**src/rtl/regfile_multiport.sv**
```systemverilog
// Two-read / one-write register file with byte-lane writes, optional zero
// register, optional write-to-read bypass and a self-clearing sweep FSM that
// zeroes the array after reset or on request.
module regfile_multiport #(
    parameter int DATA_W   = 32,
    parameter int ADDR_W   = 5,
    parameter int ZERO_REG = 1,
    parameter int BYPASS   = 1
) (
    input  logic                clk,
    input  logic                rst,
    input  logic                clr,
    input  logic                wr_en,
    input  logic [ADDR_W-1:0]   wr_addr,
    input  logic [DATA_W-1:0]   wr_data,
    input  logic [DATA_W/8-1:0] wr_be,
    input  logic [ADDR_W-1:0]   rd_addr1,
    input  logic [ADDR_W-1:0]   rd_addr2,
    output logic [DATA_W-1:0]   rd_data1,
    output logic [DATA_W-1:0]   rd_data2,
    output logic                ready,
    output logic                wr_drop
);

    localparam int DEPTH = 2 ** ADDR_W;
    localparam int NB    = DATA_W / 8;

    typedef enum logic {
        ST_CLEAR = 1'b0,
        ST_READY = 1'b1
    } state_e;

    state_e              state_q, state_d;
    logic [ADDR_W-1:0]   clr_ptr_q, clr_ptr_d;
    logic                wr_drop_q, wr_drop_d;
    logic [DATA_W-1:0]   mem_q [DEPTH];

    logic                sweep_last;
    logic                write_ok;
    logic                mem_we;
    logic [ADDR_W-1:0]   mem_waddr;
    logic [DATA_W-1:0]   mem_wdata;
    logic [NB-1:0]       mem_wbe;

    // Old value with the enabled byte lanes replaced by the new value.
    function automatic logic [DATA_W-1:0] byte_merge(
        input logic [DATA_W-1:0] old_v,
        input logic [DATA_W-1:0] new_v,
        input logic [NB-1:0]     be
    );
        logic [DATA_W-1:0] res;
        res = old_v;
        for (int i = 0; i < NB; i++) begin
            if (be[i]) res[i*8 +: 8] = new_v[i*8 +: 8];
        end
        return res;
    endfunction

    assign sweep_last = (clr_ptr_q == ADDR_W'(DEPTH - 1));
    // A user write lands only in READY, without a concurrent clear, and never
    // on the hard-wired zero register.
    assign write_ok   = (state_q == ST_READY) && wr_en && !clr &&
                        !((ZERO_REG != 0) && (wr_addr == '0));

    // State register: FSM state, sweep pointer and sticky drop flag.
    always_ff @(posedge clk or negedge rst) begin
        // NOTE: non-blocking assignments so every flop samples pre-edge values.
        if (!rst) begin
            state_q   <= ST_CLEAR;
            clr_ptr_q <= '0;
            wr_drop_q <= 1'b0;
        end else begin
            state_q   <= state_d;
            clr_ptr_q <= clr_ptr_d;
            wr_drop_q <= wr_drop_d;
        end
    end

    // Next-state logic: sweep the array, accept clear requests, flag drops.
    always_comb begin
        // NOTE: hold-value defaults first so no path infers a latch.
        state_d   = state_q;
        clr_ptr_d = clr_ptr_q;
        wr_drop_d = wr_drop_q;
        unique case (state_q)
            ST_CLEAR: begin
                // Pointer parks on the last address; it never wraps.
                if (sweep_last) state_d   = ST_READY;
                else            clr_ptr_d = clr_ptr_q + ADDR_W'(1);
                if (wr_en)      wr_drop_d = 1'b1;
            end
            ST_READY: begin
                if (clr) begin
                    state_d   = ST_CLEAR;
                    clr_ptr_d = '0;
                    if (wr_en) wr_drop_d = 1'b1;
                end
            end
            default: state_d = ST_CLEAR;
        endcase
    end

    // Output logic: status flags straight from the state register.
    always_comb begin
        ready   = (state_q == ST_READY);
        wr_drop = wr_drop_q;
    end

    // Single memory write port: the sweep owns it in CLEAR, users in READY.
    always_comb begin
        mem_we    = 1'b0;
        mem_waddr = '0;
        mem_wdata = '0;
        mem_wbe   = '0;
        if (state_q == ST_CLEAR) begin
            mem_we    = 1'b1;
            mem_waddr = clr_ptr_q;
            mem_wbe   = '1;
        end else if (write_ok) begin
            mem_we    = 1'b1;
            mem_waddr = wr_addr;
            mem_wdata = wr_data;
            mem_wbe   = wr_be;
        end
    end

    // Storage array with per-byte write enables.
    always_ff @(posedge clk) begin
        // NOTE: no reset on the array; the CLEAR sweep zeroes it, keeping it RAM-mappable.
        if (mem_we) begin
            for (int i = 0; i < NB; i++) begin
                if (mem_wbe[i]) mem_q[mem_waddr][i*8 +: 8] <= mem_wdata[i*8 +: 8];
            end
        end
    end

    // Read port 1: gated by ready and the zero register, optionally bypassed.
    always_comb begin
        rd_data1 = '0;
        if (ready && !((ZERO_REG != 0) && (rd_addr1 == '0))) begin
            if ((BYPASS != 0) && wr_en && !clr && (wr_addr == rd_addr1))
                rd_data1 = byte_merge(mem_q[rd_addr1], wr_data, wr_be);
            else
                rd_data1 = mem_q[rd_addr1];
        end
    end

    // Read port 2: identical behaviour, independent address.
    always_comb begin
        rd_data2 = '0;
        if (ready && !((ZERO_REG != 0) && (rd_addr2 == '0))) begin
            if ((BYPASS != 0) && wr_en && !clr && (wr_addr == rd_addr2))
                rd_data2 = byte_merge(mem_q[rd_addr2], wr_data, wr_be);
            else
                rd_data2 = mem_q[rd_addr2];
        end
    end

endmodule

```
**config.mk**
```make
export PLATFORM = sky130hd
export DESIGN_NAME = regfile_multiport
export DESIGN_NICKNAME = d
export VERILOG_FILES = /design/src/rtl/regfile_multiport.sv
export SDC_FILE = /design/constraint.sdc
export NUM_CORES = 1
export LEC_CHECK = 0
export ABC_CLOCK_PERIOD_IN_PS = 4350
export BUFFER_PORTS_ARGS = -buffer_cell sky130_fd_sc_hd__buf_2
export CORE_ASPECT_RATIO = 0.7
export CORE_MARGIN = 2
export CORE_UTILIZATION = 30
export CTS_CLUSTER_SIZE = 25
export DETAILED_ROUTE_END_ITERATION = 16
export GPL_TIMING_DRIVEN = 0
export PLACE_DENSITY = 0.49
export SLEW_MARGIN = 20
export SYNTH_ARGS = -nofsm -noshare
export SYNTH_HDL_FRONTEND = slang
export SYNTH_SLANG_ARGS = --single-unit
```
**constraint.sdc**
```tcl
create_clock -name clk -period 4.35 [get_ports clk]
set_clock_uncertainty 0.1 [all_clocks]
set_input_delay 0.435 -clock clk [delete_from_list [all_inputs] [get_ports clk]]
set_output_delay 0.435 -clock clk [all_outputs]
set_load 0.05 [all_outputs]
```
==> reports/summary.log, run 1 <==
[layout] share of cells above drive strength 1 24.3%
[timing] FMAX 226 MHz
[layout] combined area of the multi-input logic cells 17800 µm²
[power_and_ir_drop] total power 0.0275 W
[placed_design] number of I/O port buffers 110
[logic_synthesis] proportion of synthesized chip area in sequential cells 62.0%
[worst_setup_path] kind of cell adding the most delay to the critical path buffers and inverters
[die] Boundary Pins 121
[outcome] violated checks negative setup slack
[worst_setup_path] startpoint types input port
[clocking] total clock buffers created by CTS 104
[logic_synthesis] Synth Cell Area 49900 µm²
[logic_synthesis] synthesized flop and latch total 1031
[logic_synthesis] number of synthesized flops with an enable pin 1024
[logic_synthesis] fraction of the mapped netlist area in adder cells 0.0502%
[route] post-DR wirelength/cell 37.6 µm
[clocking] clock input transition at the sequential cells of the worst setup and hold paths 0.06 ns
[power_and_ir_drop] clock network fraction of design power 33.5%
[worst_setup_path] worst path buffer plus inverter count 4
[timing] final worst setup slack -0.0724 ns
[global_route] maximum number of pins on one net before global-route repair 33
[power_and_ir_drop] part of the total power dissipated in sequential elements 46.2%
[logic_synthesis] Synth async-reset ratio 0.679%
[logic_synthesis] mux contribution to synthesized area 22.0%
[route] detailed-router iteration count before antenna repair 6
[power_and_ir_drop] net switching power figure 0.00866 W
[worst_setup_path] Critical Path Max Stage Delay 0.93 ns
[die] Cell Rows 125
[layout] leading cell type in the layout, fill and taps excluded edfxtp_1
[power_and_ir_drop] worst voltage drop across the vdd grid 301 µV
[worst_setup_path] sort of element at the end of the critical path output pin
[die] starting density of the core 30.1%
[logic_synthesis] complex-gate fraction of the synthesized area 10.3%
[route] DRC violation total after the first TritonRoute iteration 5898
[clocking] cell at the root of the clock tree clkbuf_16
[die] height of the chip 345 µm
[clocking] Post CTS Setup Buffer Count 0
[route] via/cell ratio 6.11
[worst_setup_path] type of the worst setup path in2out
[global_route] antenna violations before repair 15
[power_and_ir_drop] leakage power 19.4 nW
[placed_design] pre-CTS setup slack -0.127 ns
[worst_hold_path] Hold WC Path Type in2reg
[layout] number of filler instances in the final layout 15900
[logic_synthesis] Syn Area/Cell 16.3 µm²
[route] Remaining DRCs 0
[die] die outline area 170000 µm²
[power_and_ir_drop] pwr dens 481 nW/µm²
[timing] ratio of final minimum period to clock period 102%
[route] number of nets with antenna violations after routing 0
[layout] Layout Area Growth over Synthesis 14.7%
[clocking] Clock Tree Buf Depth 3
[power_and_ir_drop] switching share of power 31.5%
[placed_design] global placement routability congestion 0.973
[route] via count 34300
[logic_synthesis] Simple-Gate Fraction of Synth Area 2.70%
[logic_synthesis] XOR/XNOR share of the synthesized area 0.211%
[logic_synthesis] number of nets produced by synthesis 3115
[job] Max Cap Violations 0
[placed_design] total half-perimeter wirelength after legalization and detailed placement 151 mm
[clocking] clock tree from TritonCTS built
[timing] Hold Vio Cnt, Final 0
[logic_synthesis] library cells used by synthesis 55
[global_route] wire length of the first global-routing pass 280 mm
[timing] setup violators final 5
[die] core area 165000 µm²
[clocking] H-tree depth 3
[timing] final hold slack 0.0423 ns
[worst_setup_path] arrival time of the worst setup path 3.89 ns
[outcome] outcome complete, but fails checks
[timing] transition at the pin with the smallest max-transition slack 1.34 ns
[layout] Total Nets Final 3350
[die] Chip Width 491 µm
[worst_setup_path] Data required, critical path 3.82 ns
[clocking] latest clock arrival within the worst-skew pair 0.74 ns
[logic_synthesis] main combinational cell family by area after synthesis multiplexers
[power_and_ir_drop] share of total power in combinational logic 20.4%
[worst_setup_path] crit path cell chain buf_2 -> clkbuf_1 -> clkbuf_1 -> a21oi_1 -> o21ai_1 -> a221o_1 -> buf_2
[global_route] GRT Residual Overflow 0
[layout] commonest cells after routing, fill and taps aside edfxtp_1, mux2i_1, mux4_2, a221oi_1, buf_2
[clocking] sink count of the clock tree 1031
[worst_setup_path] worst-path fanout max 10
[route] WL final 211 mm
[worst_setup_path] worst-path cell with the longest stage delay clkbuf_1
[timing] final critical delay including setup and external delays 4.42 ns
[global_route] total global routing track utilization 24.1%
[timing] Max transition margin 10.8%
[timing] unrepaired setup endpoints after global routing false
[power_and_ir_drop] Internal Power 0.0189 W
[layout] area of all placed cells without fillers 57200 µm²
[timing] Max Slew Vio Count 0
[logic_synthesis] Post-Syn Instances 3058
[global_route] vias in the first global route 32100
[placed_design] cell area after placement 53700 µm²
[logic_synthesis] top flip-flop cell by instance count after synthesis edfxtp_1
[logic_synthesis] count of warnings emitted by yosys 0
[layout] sequential cell area 30900 µm²
-- worst reg2reg max path, cell delays in order, from the launching register on --
cell,delay [ns]
dfrtp_1,0.52
and3b_1,0.33
o21ai_0,0.23
a221oi_2,0.58
nand4_1,0.84
nor2_1,1.11
-- area by class of cell --
type                    count  area share (%)
plain buffers             240            2.42
clock buffers             121            4.74
flip-flops and latches   1031            54.1
diodes                     11          0.0481
multi-input cells        1775            31.2
well taps                2222            4.86
inverters                  10          0.0656
repair buffers            131            1.46
clock inverters            69            1.17
-- metrics by stage --
stage	util [%]	std cells	setup TNS (ns)
after CTS	34.5	5598	-0.0141
after global routing	34.6	5603	0
final	34.6	5610	-0.216
after floorplan	-	3058	0
after detailed placement	32.4	5407	-0.638
after global placement	32.2	5390	-0.982
-- cell families (layout without fill, tap and decap cells) --
kind of cell | count (synthesis) | after routing
DFF | 1031 | 1031
xor gates and xnor gates | 12 | 12
adders and majority gates | 2 | 2
buffers and inverters | 252 | 571
other | 0 | 11
muxes | 766 | 766
AOI/OAI and AO/OA | 710 | 710
and+or+nand+nor | 285 | 285
-- synth_stat cells, types with 5 or more instances --
cell | number | area (µm²)
a211o_1 | 33 | 289
a211oi_1 | 66 | 495
a21o_1 | 7 | 52.6
a21oi_1 | 127 | 636
a221o_1 | 32 | 320
a221oi_1 | 186 | 1630
a22oi_1 | 62 | 465
and2_1 | 38 | 238
buf_1 | 16 | 60.1
buf_2 | 55 | 275
buf_4 | 36 | 270
buf_6 | 31 | 349
clkbuf_1 | 101 | 379
dfrtp_1 | 7 | 175
edfxtp_1 | 1024 | 30700
inv_1 | 7 | 26.3
mux2i_1 | 501 | 5010
mux4_2 | 263 | 5920
nand2_1 | 24 | 90.1
nand3_1 | 16 | 80.1
nand4_1 | 7 | 43.8
nor2_1 | 136 | 510
nor2b_1 | 9 | 56.3
nor3_1 | 36 | 180
o21a_1 | 5 | 37.5
o21ai_0 | 82 | 410
o21ai_1 | 29 | 145
o22a_1 | 31 | 272
o22ai_1 | 34 | 213
xnor2_1 | 11 | 96.3
-- power by group through the flow --
stage / logic [W] / clock network [W] / registers, W
after floorplan: 0.00309 / 0 / 0.0127
after global placement: 0.00522 / 0 / 0.0129
after detailed placement: 0.00540 / 0 / 0.0129
after CTS: 0.00542 / 0.00930 / 0.0127
after global routing: 0.00573 / 0.00966 / 0.0128
final: 0.00560 / 0.00922 / 0.0127
-- path summary, 6_finish.rpt --
kind	start	to	slack, ns	depth (start not counted)
setup reg to reg	ready$_DFF_PN0_	mem_q[23][4]$_DFFE_PP_	0.23	5
min in group asynchronous	rst	clr_ptr_q[2]$_DFFE_PN0P_	0.24	2
setup / recovery	rd_addr2[3]	rd_data2[3]	-0.07	7
max in group asynchronous	rst	ready$_DFF_PN0_	3.75	2
hold reg to reg	wr_drop$_DFFE_PN0P_	wr_drop$_DFFE_PN0P_	0.36	1
hold / removal	clr	wr_drop$_DFFE_PN0P_	0.04	3
-- flip-flops by register name, indices dropped and copies added (netlist names) --
| signal | count |
|---|---|
| ready | 1 |
| mem_q | 1024 |
| clr_ptr_q | 5 |
| wr_drop | 1 |
-- per-layer routing --
| layer | GRT usage [%] | vias to the layer above | wire, µm | part of all wire [%] |
|---|---|---|---|---|
| met5 | 0 | - | 41 | 0.019 |
| met4 | 8.39 | 6 | 8320 | 3.9 |
| met3 | 6.36 | 410 | 24300 | 12 |
| met2 | 33.7 | 2389 | 86700 | 41 |
| met1 | 35.6 | 18100 | 91700 | 43 |
| li1 | - | 13400 | - | - |
-- repair_timing --
item	CTS	global route
gates resized for setup	6	7
hold buffers	2	0
gates cloned	0	0
hold endpoints to repair	8	0
endpoints found under the setup margin	14	8
(Power assumes the default switching activity.)
==> run 2: changes to the inputs <==
Settings changed: CTS_CLUSTER_DIAMETER from default to 50, RECOVER_POWER from default to 50.
==> run 2 against run 1 <==
Compared with the run above:
- critical endpoint is now rd_data1[5]
- largest power group unchanged
- global-route usage barely moved
- clock power barely moved
- non-clock buffer count fell by 1
- the run ends with max-capacitance violations, max-slew violations, negative setup slack left
==> reports/summary.log, run 2 (synthesized netlist as in run 1, its figures left out) <==
[route] Max Used Layer met5
[layout] area of all placed cells without fillers 56900 µm²
[clocking] clock input transition at the sequential cells of the worst setup and hold paths 0.06 ns
[worst_hold_path] Hold WC Path Type in2reg
[worst_setup_path] type of the worst setup path in2out
[timing] Max Slew Vio Count 66
[worst_setup_path] sort of element at the end of the critical path output pin
[global_route] maximum number of pins on one net before global-route repair 33
[timing] FMAX 226 MHz
[layout] share of cells above drive strength 1 23.1%
[worst_setup_path] kind of cell adding the most delay to the critical path buffers and inverters
[die] die outline area 170000 µm²
[die] Boundary Pins 121
[route] detailed-router iteration count before antenna repair 6
[timing] final critical delay including setup and external delays 4.42 ns
[clocking] Clock Tree Buf Depth 3
[clocking] Post CTS Setup Buffer Count 0
[worst_setup_path] FF-to-FF Start ready$_DFF_PN0_
[worst_setup_path] slack of the worst reg-to-reg path 0.03 ns
[timing] Max transition margin -30.5%
[power_and_ir_drop] worst voltage drop across the vdd grid 323 µV
[route] number of nets with antenna violations after routing 0
[worst_setup_path] capturing point of the worst reg2reg path mem_q[24][10]$_DFFE_PP_
[layout] Total Nets Final 3343
[die] core area 165000 µm²
[worst_hold_path] sink of the worst hold path wr_drop$_DFFE_PN0P_
[worst_setup_path] worst-path cell with the longest stage delay buf_1
[clocking] cell at the root of the clock tree clkbuf_16
[placed_design] instance count after placement with tap cells included 5407
[worst_hold_path] Hold Crit Start clr
[placed_design] number of I/O port buffers 110
[die] height of the chip 345 µm
[clocking] clock tree from TritonCTS built
[route] met3 layer wire length in the routed design 25.5 mm
[placed_design] global placement routability congestion 0.973
[power_and_ir_drop] pwr dens 481 nW/µm²
[timing] transition at the pin with the smallest max-transition slack 1.96 ns
[outcome] outcome complete, but fails checks
[route] routed wire length on met2 85.6 mm
[layout] number of filler instances in the final layout 16000
[layout] largest registers mem_q x1024, clr_ptr_q x5
[layout] combined area of the multi-input logic cells 17700 µm²
[layout] largest register by flop count mem_q
[timing] ratio of final minimum period to clock period 102%
[worst_setup_path] cell seen most often among critical-path stages buf_2
[clocking] total clock buffers created by CTS 98
[route] WL final 211 mm
[worst_setup_path] launch point of the critical path rd_addr1[2]
[worst_setup_path] startpoint types input port
[layout] final std cells w/o fill 5598
[worst_setup_path] r2r worst-path depth 5
[clocking] sink count of the clock tree 1031
[placed_design] total half-perimeter wirelength after legalization and detailed placement 151 mm
[worst_setup_path] arrival time of the worst setup path 3.88 ns
[timing] final worst setup slack -0.0663 ns
[layout] sequential cell area 30900 µm²
[die] Chip Width 491 µm
[layout] Layout Area Growth over Synthesis 14.1%
[timing] unrepaired setup endpoints after global routing false
[timing] setup violators final 3
[global_route] total global routing track utilization 24.0%
[outcome] violated checks max-capacitance violations, max-slew violations, negative setup slack
[route] post-DR wirelength/cell 37.7 µm
[global_route] vias in the first global route 32200
[layout] Largest register FFs 1024
[layout] leading cell type in the layout, fill and taps excluded edfxtp_1
[placed_design] cell area after placement 53700 µm²
[job] Max Cap Violations 2
[die] starting density of the core 30.1%
[route] Remaining DRCs 0
[global_route] GRT Residual Overflow 0
[timing] final hold slack 0.0146 ns
[clocking] latest clock arrival within the worst-skew pair 0.76 ns
[route] DRC violation total after the first TritonRoute iteration 5818
[global_route] wire length of the first global-routing pass 279 mm
[worst_setup_path] crit path cell chain buf_2 -> nor2_1 -> buf_2 -> buf_1 -> a221oi_1 -> o21ai_0 -> a21oi_1 -> a211o_1 -> buf_2
[die] Cell Rows 125
[worst_setup_path] Data required, critical path 3.82 ns
[worst_setup_path] worst path buffer plus inverter count 4
[worst_setup_path] Critical Path Max Stage Delay 1.01 ns
[clocking] H-tree depth 3
[layout] commonest cells after routing, fill and taps aside edfxtp_1, mux2i_1, mux4_2, a221oi_1, buf_2
[worst_hold_path] Min-Delay Path Depth 3
[route] via/cell ratio 6.16
[power_and_ir_drop] total power 0.0274 W
[route] WL met1 90.4 mm
[global_route] antenna violations before repair 15
[worst_setup_path] worst-path fanout max 10
[power_and_ir_drop] leakage power 19.3 nW
[route] via count 34500
[timing] Hold Vio Cnt, Final 0
==> run 2: through the flow <==
| stage | util, % | setup WS (ns) | setup TNS [ns] |
|---|---|---|---|
| after floorplan | - | 1.56 | 0 |
| after global placement | 32.2 | -0.140 | -0.982 |
| after detailed placement | 32.4 | -0.127 | -0.638 |
| after CTS | 34.5 | -0.0114 | -0.0214 |
| after global routing | 34.4 | 0.0130 | 0 |
| final | 34.4 | -0.0663 | -0.112 |
==> run 2: routing by layer <==
layer / vias up / GRT usage (%)
met3: 470 / 7.03
met5: - / 0
met4: 8 / 8.53
met2: 2527 / 33.4
met1: 18100 / 35.3
li1: 13400 / -
==> run 2: report_power, final <==
group / switching [W] / internal [W] / total, W / leakage [nW]
registers: 0.000482 / 0.0122 / 0.0127 / 9.53
logic: 0.00403 / 0.00148 / 0.00551 / 8.18
clock network: 0.00445 / 0.00474 / 0.00919 / 1.63
total: 0.00896 / 0.0184 / 0.0274 / 19.3
==> run 2: area by class of cell <==
cell class                      instances  share of cell area (%)
Antenna cell                            8                  0.0352
Buffer                                240                    2.42
Clock buffer                          102                    4.33
Clock inverter                         80                    1.57
Inverter                               10                  0.0659
Multi-Input combinational cell       1775                    31.1
Sequential cell                      1031                    54.3
Tap cell                             2222                    4.88
Timing Repair Buffer                  130                    1.24
==> run 2: repair_timing <==
item	CTS	global route
setup endpoints to repair	14	9
hold buffers	2	0
gates resized for setup	6	7
endpoints found under the hold margin	8	0
==> run 2: tightest hold or removal path: cells and delay by family <==
kind	cells	cell delay, ns
buffers and inverters	1	0.15
and+or+nand+nor	1	0.13
AOI/OAI and AO/OA	1	0.11
==> run 2: worst max path at each step <==
stage	to	slack (ns)	depth (start not counted)
2_1_floorplan	rd_data1[0]	1.56	5
3_3_place_gp	rd_data1[1]	-0.14	9
3_5_place_dp	rd_data1[26]	-0.13	9
4_1_cts	rd_data1[2]	-0.01	6
5_1_grt	rd_data1[5]	0.01	9
6_report	rd_data1[5]	-0.07	9
